File: src/rtl/csi_detrend_pkg.sv
// Shared types and helpers for the csi_detrend windowed mean-removal filter.
// sat_signed is only referenced when CSI_DETREND_SAT_EN is defined.
package csi_detrend_pkg;

  typedef enum logic {FILL, RUN} detrend_state_t;

  localparam int SAT_W = 96;

  // Clamp a sign-extended value into the signed range of a w-bit word (w < SAT_W).
  function automatic logic signed [SAT_W-1:0] sat_signed(
    input logic signed [SAT_W-1:0] v,
    input int                      w
  );
    logic signed [SAT_W-1:0] one;
    logic signed [SAT_W-1:0] hi;
    logic signed [SAT_W-1:0] lo;
    one = SAT_W'(1);
    hi  = (one <<< (w - 1)) - one;
    lo  = -hi - one;
    if (v > hi) return hi;
    if (v < lo) return lo;
    return v;
  endfunction

endpackage

File: src/rtl/csi_window_ram.sv
// W x DATA_WIDTH ring storage: one write port, two asynchronous read ports
// (oldest entry and centre entry); synchronous reset clears every entry.
module csi_window_ram #(
  parameter int DATA_WIDTH = 32,
  parameter int ADDR_W     = 4
) (
  input  logic                  clk,
  input  logic                  rst,
  input  logic                  wr_en,
  input  logic [ADDR_W-1:0]     wr_addr,
  input  logic [DATA_WIDTH-1:0] wr_data,
  input  logic [ADDR_W-1:0]     old_addr,
  output logic [DATA_WIDTH-1:0] old_data,
  input  logic [ADDR_W-1:0]     ctr_addr,
  output logic [DATA_WIDTH-1:0] ctr_data
);

  localparam int DEPTH = 1 << ADDR_W;

  logic [DATA_WIDTH-1:0] mem [DEPTH];

  always_ff @(posedge clk) begin
    if (rst) begin
      for (int i = 0; i < DEPTH; i++) mem[i] <= '0;
    end else if (wr_en) begin
      mem[wr_addr] <= wr_data;
    end
  end

  // Reads return pre-write contents, so the evicted sample is still visible.
  assign old_data = mem[old_addr];
  assign ctr_data = mem[ctr_addr];

endmodule

File: src/rtl/csi_detrend.sv
// Windowed mean-removal: emits centre sample minus floored window mean once
// the window is full. Define CSI_DETREND_SAT_EN to clamp results to DATA_WIDTH.
module csi_detrend
  import csi_detrend_pkg::*;
#(
  parameter int DATA_WIDTH   = 32,
  parameter int WINDOW_SHIFT = 4
) (
  input  logic                  clk_in,
  input  logic                  rst_in,
  input  logic [DATA_WIDTH-1:0] data_in,
  input  logic                  data_in_valid,
  output logic                  data_in_ready,
  output logic [DATA_WIDTH:0]   data_out,
  output logic                  data_out_valid,
  input  logic                  data_out_ready
);

  // Handshake: a transfer happens on any cycle where valid && ready; the
  // producer holds its data stable while valid is high and ready is low.

  localparam int W     = 1 << WINDOW_SHIFT;
  localparam int SUM_W = DATA_WIDTH + WINDOW_SHIFT;
  localparam logic [WINDOW_SHIFT-1:0] LAST = WINDOW_SHIFT'(W - 1);
  localparam logic [WINDOW_SHIFT-1:0] HALF = WINDOW_SHIFT'(W / 2);

  detrend_state_t              state;
  detrend_state_t              state_d;
  logic [WINDOW_SHIFT-1:0]     addr;
  logic signed [SUM_W-1:0]     sum;
  logic signed [SUM_W-1:0]     new_sum;
  logic signed [SUM_W-1:0]     old_term;
  logic signed [SUM_W-1:0]     mean;
  logic [DATA_WIDTH-1:0]       old_data;
  logic [DATA_WIDTH-1:0]       ctr_data;
  logic [DATA_WIDTH:0]         result;
  logic [DATA_WIDTH:0]         next_out;
  logic                        accept;
  logic                        produce;

  assign data_in_ready = !data_out_valid || data_out_ready;
  assign accept        = data_in_valid && data_in_ready;

  csi_window_ram #(
    .DATA_WIDTH (DATA_WIDTH),
    .ADDR_W     (WINDOW_SHIFT)
  ) u_ram (
    .clk      (clk_in),
    .rst      (rst_in),
    .wr_en    (accept),
    .wr_addr  (addr),
    .wr_data  (data_in),
    .old_addr (addr),
    .old_data (old_data),
    .ctr_addr (addr + HALF),
    .ctr_data (ctr_data)
  );

  always_ff @(posedge clk_in) begin
    if (rst_in) state <= FILL;
    else        state <= state_d;
  end

  always_comb begin
    state_d = state;
    produce = 1'b0;
    if (accept) begin
      if (state == RUN) begin
        produce = 1'b1;
      end else if (addr == LAST) begin
        produce = 1'b1;
        state_d = RUN;
      end
    end
  end

  always_comb begin
    old_term = (state == RUN) ? {{WINDOW_SHIFT{old_data[DATA_WIDTH-1]}}, old_data} : '0;
    new_sum  = sum + {{WINDOW_SHIFT{data_in[DATA_WIDTH-1]}}, data_in} - old_term;
    mean     = new_sum >>> WINDOW_SHIFT;
    // The mean of DATA_WIDTH-bit samples always fits in DATA_WIDTH+1 bits.
    result   = {ctr_data[DATA_WIDTH-1], ctr_data} - mean[DATA_WIDTH:0];
  end

`ifdef CSI_DETREND_SAT_EN
  logic signed [SAT_W-1:0] wide;
  logic signed [SAT_W-1:0] clamped;
  always_comb begin
    wide     = {{(SAT_W - DATA_WIDTH - 1){result[DATA_WIDTH]}}, result};
    clamped  = sat_signed(wide, DATA_WIDTH);
    next_out = clamped[DATA_WIDTH:0];
  end
`else
  assign next_out = result;
`endif

  always_ff @(posedge clk_in) begin
    if (rst_in) begin
      addr <= '0;
      sum  <= '0;
    end else if (accept) begin
      addr <= addr + 1'b1;
      sum  <= new_sum;
    end
  end

  always_ff @(posedge clk_in) begin
    if (rst_in) begin
      data_out       <= '0;
      data_out_valid <= 1'b0;
    end else if (data_in_ready) begin
      if (produce) begin
        data_out       <= next_out;
        data_out_valid <= 1'b1;
      end else begin
        data_out_valid <= 1'b0;
      end
    end
  end

endmodule
File: config.mk
export PLATFORM = sky130hd
export DESIGN_NAME = csi_detrend
export DESIGN_NICKNAME = d
export VERILOG_FILES = /design/src/rtl/csi_detrend_pkg.sv /design/src/rtl/csi_window_ram.sv /design/src/rtl/csi_detrend.sv
export SDC_FILE = /design/constraint.sdc
export NUM_CORES = 1
export LEC_CHECK = 0
export BUFFER_PORTS_ARGS = -buffer_cell sky130_fd_sc_hd__buf_2
export CAP_MARGIN = 40
export CORE_ASPECT_RATIO = 1.5
export CORE_MARGIN = 8
export CORE_UTILIZATION = 44
export CTS_BUF_LIST = sky130_fd_sc_hd__clkbuf_2 sky130_fd_sc_hd__clkbuf_4 sky130_fd_sc_hd__clkbuf_8
export DETAILED_ROUTE_END_ITERATION = 10
export GPL_ROUTABILITY_DRIVEN = 0
export SYNTH_ARGS = -nofsm -noshare
export SYNTH_HDL_FRONTEND = slang
export SYNTH_SLANG_ARGS = --single-unit
File: constraint.sdc
create_clock -name clk_in -period 7.17 [get_ports clk_in]
set_input_delay 2.151 -clock clk_in [delete_from_list [all_inputs] [get_ports clk_in]]
set_output_delay 2.151 -clock clk_in [all_outputs]
set_load 0.1 [all_outputs]
**After elaboration in Yosys (flattened, before gate mapping)**

Memory sizes are Yosys's and may differ from the RTL's. A register that Yosys moved wholly into a read port is not among the register bits.
Cells that the tools add are included.

- Add/sub/neg operators: 5
- Equality and inequality tests: 1
- Muxes and demuxes: 15
- Reduce and logical (&&, ||, !) cells: 5

Operators by type and width:

| cell | count |
|---|---|
| $add A36 B36 Y36 | 1 |
| $mux W36 | 1 |
| $sub A36 B36 Y36 | 1 |
| $sub A32 B32 Y33 | 1 |
| $mux W32 | 1 |
| $reduce_or A32 Y1 | 1 |
| $mux W4 | 3 |
| $mux W1 | 10 |
| $add A4 B1 Y4 const B | 1 |
| $add A4 B4 Y4 const B | 1 |
| $eq A4 B4 Y1 const B | 1 |
| $reduce_and A2 Y1 | 1 |
| $logic_and A1 B1 Y1 | 1 |
| $logic_not A1 Y1 | 1 |
| $logic_or A1 B1 Y1 | 1 |

- Bits in registers: 75
- RAM bits: 512
- Input port bits: 36
- Output and inout port bits: 35
- Logic and storage cells: 32
- Memories kept: 1

Memory list:

| memory | words | bits a word | rd ports | clocked after memory_dff | wr ports | line | text |
|---|---|---|---|---|---|---|---|
| u_ram.mem | 16 | 32 | 2 | 1 | 16 | csi_window_ram.sv:20 | `logic [DATA_WIDTH-1:0] mem [DEPTH];` |

**Logic depth before layout (Yosys ltp)**

- Depth in word-level cells: 8
- Mapped depth: 28
- Mapped depth without buffers: 25

**Cells and area by module**

Synthesis repeated with hierarchy kept, for this count alone.

- Cells, all modules: 2744
- Area, all modules: 34453.0 um^2

Modules (own cells, without submodules):

| module | times used | cells each | area an instance (um^2) | sequential area each (um^2) |
|---|---|---|---|---|
| csi_window_ram | 1 | 1687 | 26581.7 | 15374.7 |
| csi_detrend | 1 | 1057 | 7871.3 | 1501.4 |

**Worst setup path before layout**

OpenSTA, ideal clock, no wires.

- Path type: input to register
- Start point: input data_in[1]
- End point: register data_out[32]
- Library setup time: 0.060 ns
- Arrival: 6.959 ns
- Required time: 7.110 ns
- Path slack: 0.151 ns
- Stages: 22
- Path buffers: 2
- Cell sequence: clkinv_1 -> clkbuf_1 -> fa_1 -> inv_1 -> ha_1 -> a211oi_1 -> o211ai_2 -> a21oi_2 -> o21ai_1 -> a211o_1 -> a221o_1 -> nand3_2 -> o21ai_0 -> xnor2_1 -> ha_1 -> clkbuf_1 -> a21o_1 -> a21o_1 -> a311oi_1 -> a21oi_1 -> a2111oi_0 -> o221a_2

- Word-level cells in the longest chain between the ends: 3

Ends and longest elaborated chain:

| what | line | text |
|---|---|---|
| start: declaration | csi_detrend.sv:11 | `input logic [DATA_WIDTH-1:0] data_in,` |
| $add A36 B36 Y36 | csi_detrend.sv:79 | `new_sum = sum + {{WINDOW_SHIFT{data_in[DATA_WIDTH-1]}}, data_in} - old_term;` |
| $sub A36 B36 Y36 | csi_detrend.sv:79 |  |
| $sub A32 B32 Y33 | csi_detrend.sv:82 | `result = {ctr_data[DATA_WIDTH-1], ctr_data} - mean[DATA_WIDTH:0];` |
| end signal: assignment | csi_detrend.sv:113 | `data_out <= next_out;` |
| end: declaration | csi_detrend.sv:14 | `output logic [DATA_WIDTH:0] data_out,` |

Every way passes these cells.
A chain may end at the register's enable or synchronous reset.

==> metrics.md <==
| Metric | Value |
|---|---|
| Startpoint Class | register |
| Vias in the first global route | 25.84k |
| Clock insertion delay at the later pin of the skew report | 0.73 ns |
| Post-synthesis cell type with the largest combined area | sky130_fd_sc_hd__edfxtp_1 |
| Critical Path End Type | register |
| Die boundary height | 357.4 um |
| Die Outline Area | 0.08707 mm2 |
| Buffer cell driving the clock tree root | sky130_fd_sc_hd__clkbuf_8 |
| Number of clock sinks | 591 |
| Max stage delay cell, worst path | sky130_fd_sc_hd__mux4_2 |
| Fraction of final layout cells sized beyond drive strength 1 | 0.2944 |
| Avg Synthesized Cell Area | 12.94 um2 |
| Number of distinct standard cells referenced by the synthesized netlist | 71 |
| Depth of the CTS H-tree | 3 |
| Largest net degree at the start of global routing | 98 |
| Initial core utilization | 0.4426 |
| Endpoints failing setup | 0 |
| Syn-to-layout area delta | 14.62% |
| Max Clock Freq | 145.0 MHz |
| Most frequent cell after synthesis | sky130_fd_sc_hd__edfxtp_1 |
| I/O Pins | 71 |
| Layout Cell Area excl Fill | 0.03919 mm2 |
| Synth Register Bits | 591 |
| First-pass GRT wire length | 164.0 mm |
| Number of antenna violations at the first check in global routing | 4 |
| Area fraction of the dominant cell type after synthesis | 0.4496 |
| Number of placed instances, taps included | 3,688 |
| Vias/cell | 6.442 |
| Final worst-path setup slack | 0.2722 ns |
| Worst hold-check slack | 0.4463 ns |
| Cell class contributing the biggest share of worst-path delay | compound AO/OA/AOI/OAI gates |
| Gr ovfl total | 0 |
| Final Hold Violating Endpoints | 0 |
| Clock Tree Buf Depth | 3 |
| Pre-CTS setup slack | -0.4197 ns |
| Total Power | 12.80 mW |
| DRC violations left | 0 |
| Register clock-pin slew on the reported worst setup and hold paths | 0.06 ns |
| Final Net Count | 2,911 |
| Share of synthesized flip-flops with an asynchronous set or reset | 0 |
| Filler cell count in the final layout | 6,700 |
| Core Region | 0.07726 mm2 |
| VDD IR-drop max | 177.3 uV |
| RSZ-0062 raised after global routing | yes |
| Number of iterations in the first detailed-routing pass | 5 |
| Final worst path period need | 6.898 ns |
| CTS tree | yes |
| Total global routing track utilization | 0.2497 |
| Sum of buffers and inverters on the critical path | 4 |
| Most instantiated cells after synthesis | 512 x sky130_fd_sc_hd__edfxtp_1, 370 x sky130_fd_sc_hd__nor3_1, 319 x sky130_fd_sc_hd__mux4_2 |
| Number of enable flip-flop cells after synthesis | 512 |
| Syn nets | 2,787 |
| Count of mapped cells out of synthesis | 2,642 |
| Most repeated library cell on the critical path | sky130_fd_sc_hd__a21o_1 |
| Slew Limit Fails | 0 |
| Critical path class | register to register |
| Arrival @ worst endpoint | 7.57 ns |
| Pin slew with the least headroom to its limit | 0.8845 ns |
| Final worst path period share | 0.9620 |
| Worst Skew | 0.03540 ns |
| Area after DPL | 0.03709 mm2 |
| Maxcap violations | 0 |
| Antenna-violating nets left | 0 |
| Total wire length | 110.0 mm |
| Dominant cells by area after synthesis | sky130_fd_sc_hd__edfxtp_1 45%, sky130_fd_sc_hd__mux4_2 21%, sky130_fd_sc_hd__nor3_1 5.4% |
| Hold WC Path Type | register to register |
| Primary flip-flop cell chosen by synthesis mapping | sky130_fd_sc_hd__edfxtp_1 |
| Number of standard cells in the final layout excluding fillers | 3,860 |
| Vias after detailed routing | 24.87k |
| Final total negative setup slack | 0 ns |
| Half-perimeter wire length of the detailed placement result | 69.68 mm |
| Delay of the slowest critical-path stage | 0.55 ns |
| Sequential cell area fraction in the yosys report | 0.4959 |
| Endpoint required time on the critical path | 7.84 ns |
| Number of warnings issued by yosys | 0 |
| Run status | complete, no violations |
| Post-layout util | 0.5072 |
| 1st-iter DRT viols | 2,834 |
| Chip Width | 243.6 um |
| Peak fanout along the critical path | 21 |
| Combined area of all synthesized cells | 0.03419 mm2 |
| Count of port buffers added during placement | 70 |
| Number of rows created at floorplan | 125 |
| Leakage power | 13.72 nW |
| Clock buffer count from CTS | 90 |
| Rel. slew slack | 0.4103 |
| WL per Instance | 28.50 um |
| Power density cells | 326.6 mW/mm2 |
cells in the final DEF (no fill, tap or decap), types with 18 or more instances in the layout:
cell type | netlist | layout
sky130_fd_sc_hd__nor2_1 | 111 | 111
sky130_fd_sc_hd__nor4_1 | 123 | 123
sky130_fd_sc_hd__o21ai_0 | 49 | 37
sky130_fd_sc_hd__nand2_1 | 93 | 87
sky130_fd_sc_hd__clkbuf_4 | 0 | 20
sky130_fd_sc_hd__nor3_1 | 370 | 370
sky130_fd_sc_hd__buf_2 | 3 | 70
sky130_fd_sc_hd__xnor2_1 | 39 | 39
sky130_fd_sc_hd__buf_4 | 0 | 201
sky130_fd_sc_hd__and2_1 | 68 | 68
sky130_fd_sc_hd__fa_1 | 36 | 36
sky130_fd_sc_hd__mux4_2 | 319 | 319
sky130_fd_sc_hd__buf_12 | 0 | 23
sky130_fd_sc_hd__dfxtp_1 | 79 | 71
sky130_fd_sc_hd__a211oi_1 | 21 | 18
sky130_fd_sc_hd__inv_1 | 122 | 121
sky130_fd_sc_hd__a21oi_1 | 103 | 103
sky130_fd_sc_hd__xor2_1 | 23 | 23
sky130_fd_sc_hd__clkinv_1 | 30 | 45
sky130_fd_sc_hd__a21o_1 | 32 | 32
sky130_fd_sc_hd__edfxtp_1 | 512 | 512
sky130_fd_sc_hd__clkbuf_8 | 0 | 105
sky130_fd_sc_hd__ha_1 | 73 | 73
repair_timing:
item / CTS / global route
buffers inserted: 0 / 1
endpoints found under the setup margin: 0 / 5
hold buffers: 0 / 0
resized for setup: 0 / 10
routing by layer:
| metal | share of wire | up-vias | track usage |
|---|---|---|---|
| li1 | - | 10580 | - |
| met1 | 0.37 | 12590 | 0.3103 |
| met2 | 0.50 | 1395 | 0.4301 |
| met3 | 0.090 | 293 | 0.03906 |
| met4 | 0.042 | 4 | 0.1085 |
| met5 | 0.00025 | - | 0 |
cell type report:
class | count | area, um2 | area share
diodes | 1 | 2.502 | 0.00006385
clock buffers | 125 | 1595 | 0.04071
clock inverters | 44 | 412.9 | 0.01054
inverters | 152 | 570.5 | 0.01456
multi-input cells | 1630 | 15880 | 0.4051
flip-flops and latches | 591 | 16980 | 0.4333
well taps | 1016 | 1271 | 0.03244
repair buffers | 301 | 2479 | 0.06325
where the power goes:
part	leakage, nW	total, mW	internal, mW	switching (mW)
logic	6.71	5.62	2.66	2.96
registers	5.94	4.03	3.92	0.111
clock network	1.07	3.14	1.71	1.44
total	13.7	12.8	8.29	4.51
cell families (layout without fill, tap and decap cells):
group | count (synthesis) | in the layout | synth area share
AOI/OAI and AO/OA | 288 | 288 | 0.05463
xor gates and xnor gates | 62 | 62 | 0.01588
adders and majority gates | 109 | 109 | 0.04779
buffers and inverters | 421 | 622 | 0.04633
DFF | 591 | 591 | 0.4959
muxes | 324 | 324 | 0.2117
other | 0 | 1 | 0
and+or+nand+nor | 847 | 847 | 0.1278
worst paths after layout:
| check | depth (start not counted) | slack [ns] | endpoint | start |
|---|---|---|---|---|
| min | 2 | 0.45 | data_out[19]$_SDFFE_PP0P_ | data_out[19]$_SDFFE_PP0P_ |
| max | 25 | 0.27 | data_out[32]$_SDFFE_PP0P_ | register |
| max reg2reg | 25 | 0.27 | data_out[32]$_SDFFE_PP0P_ | register |
| min reg2reg | 2 | 0.45 | data_out[19]$_SDFFE_PP0P_ | data_out[19]$_SDFFE_PP0P_ |
tightest hold or removal path, cell delays in order (launching register included):
cell	delay (ns)
sky130_fd_sc_hd__dfxtp_1	0.30
sky130_fd_sc_hd__nand2_1	0.05
sky130_fd_sc_hd__a21oi_1	0.05
registers in the layout, indices dropped and copies added, names as in the netlist, named ones only:
signal	cells
sum	36
data_out	33
u_ram.mem	512
addr	4
state	1
data_out_valid	1
(Power assumes the default switching activity.)
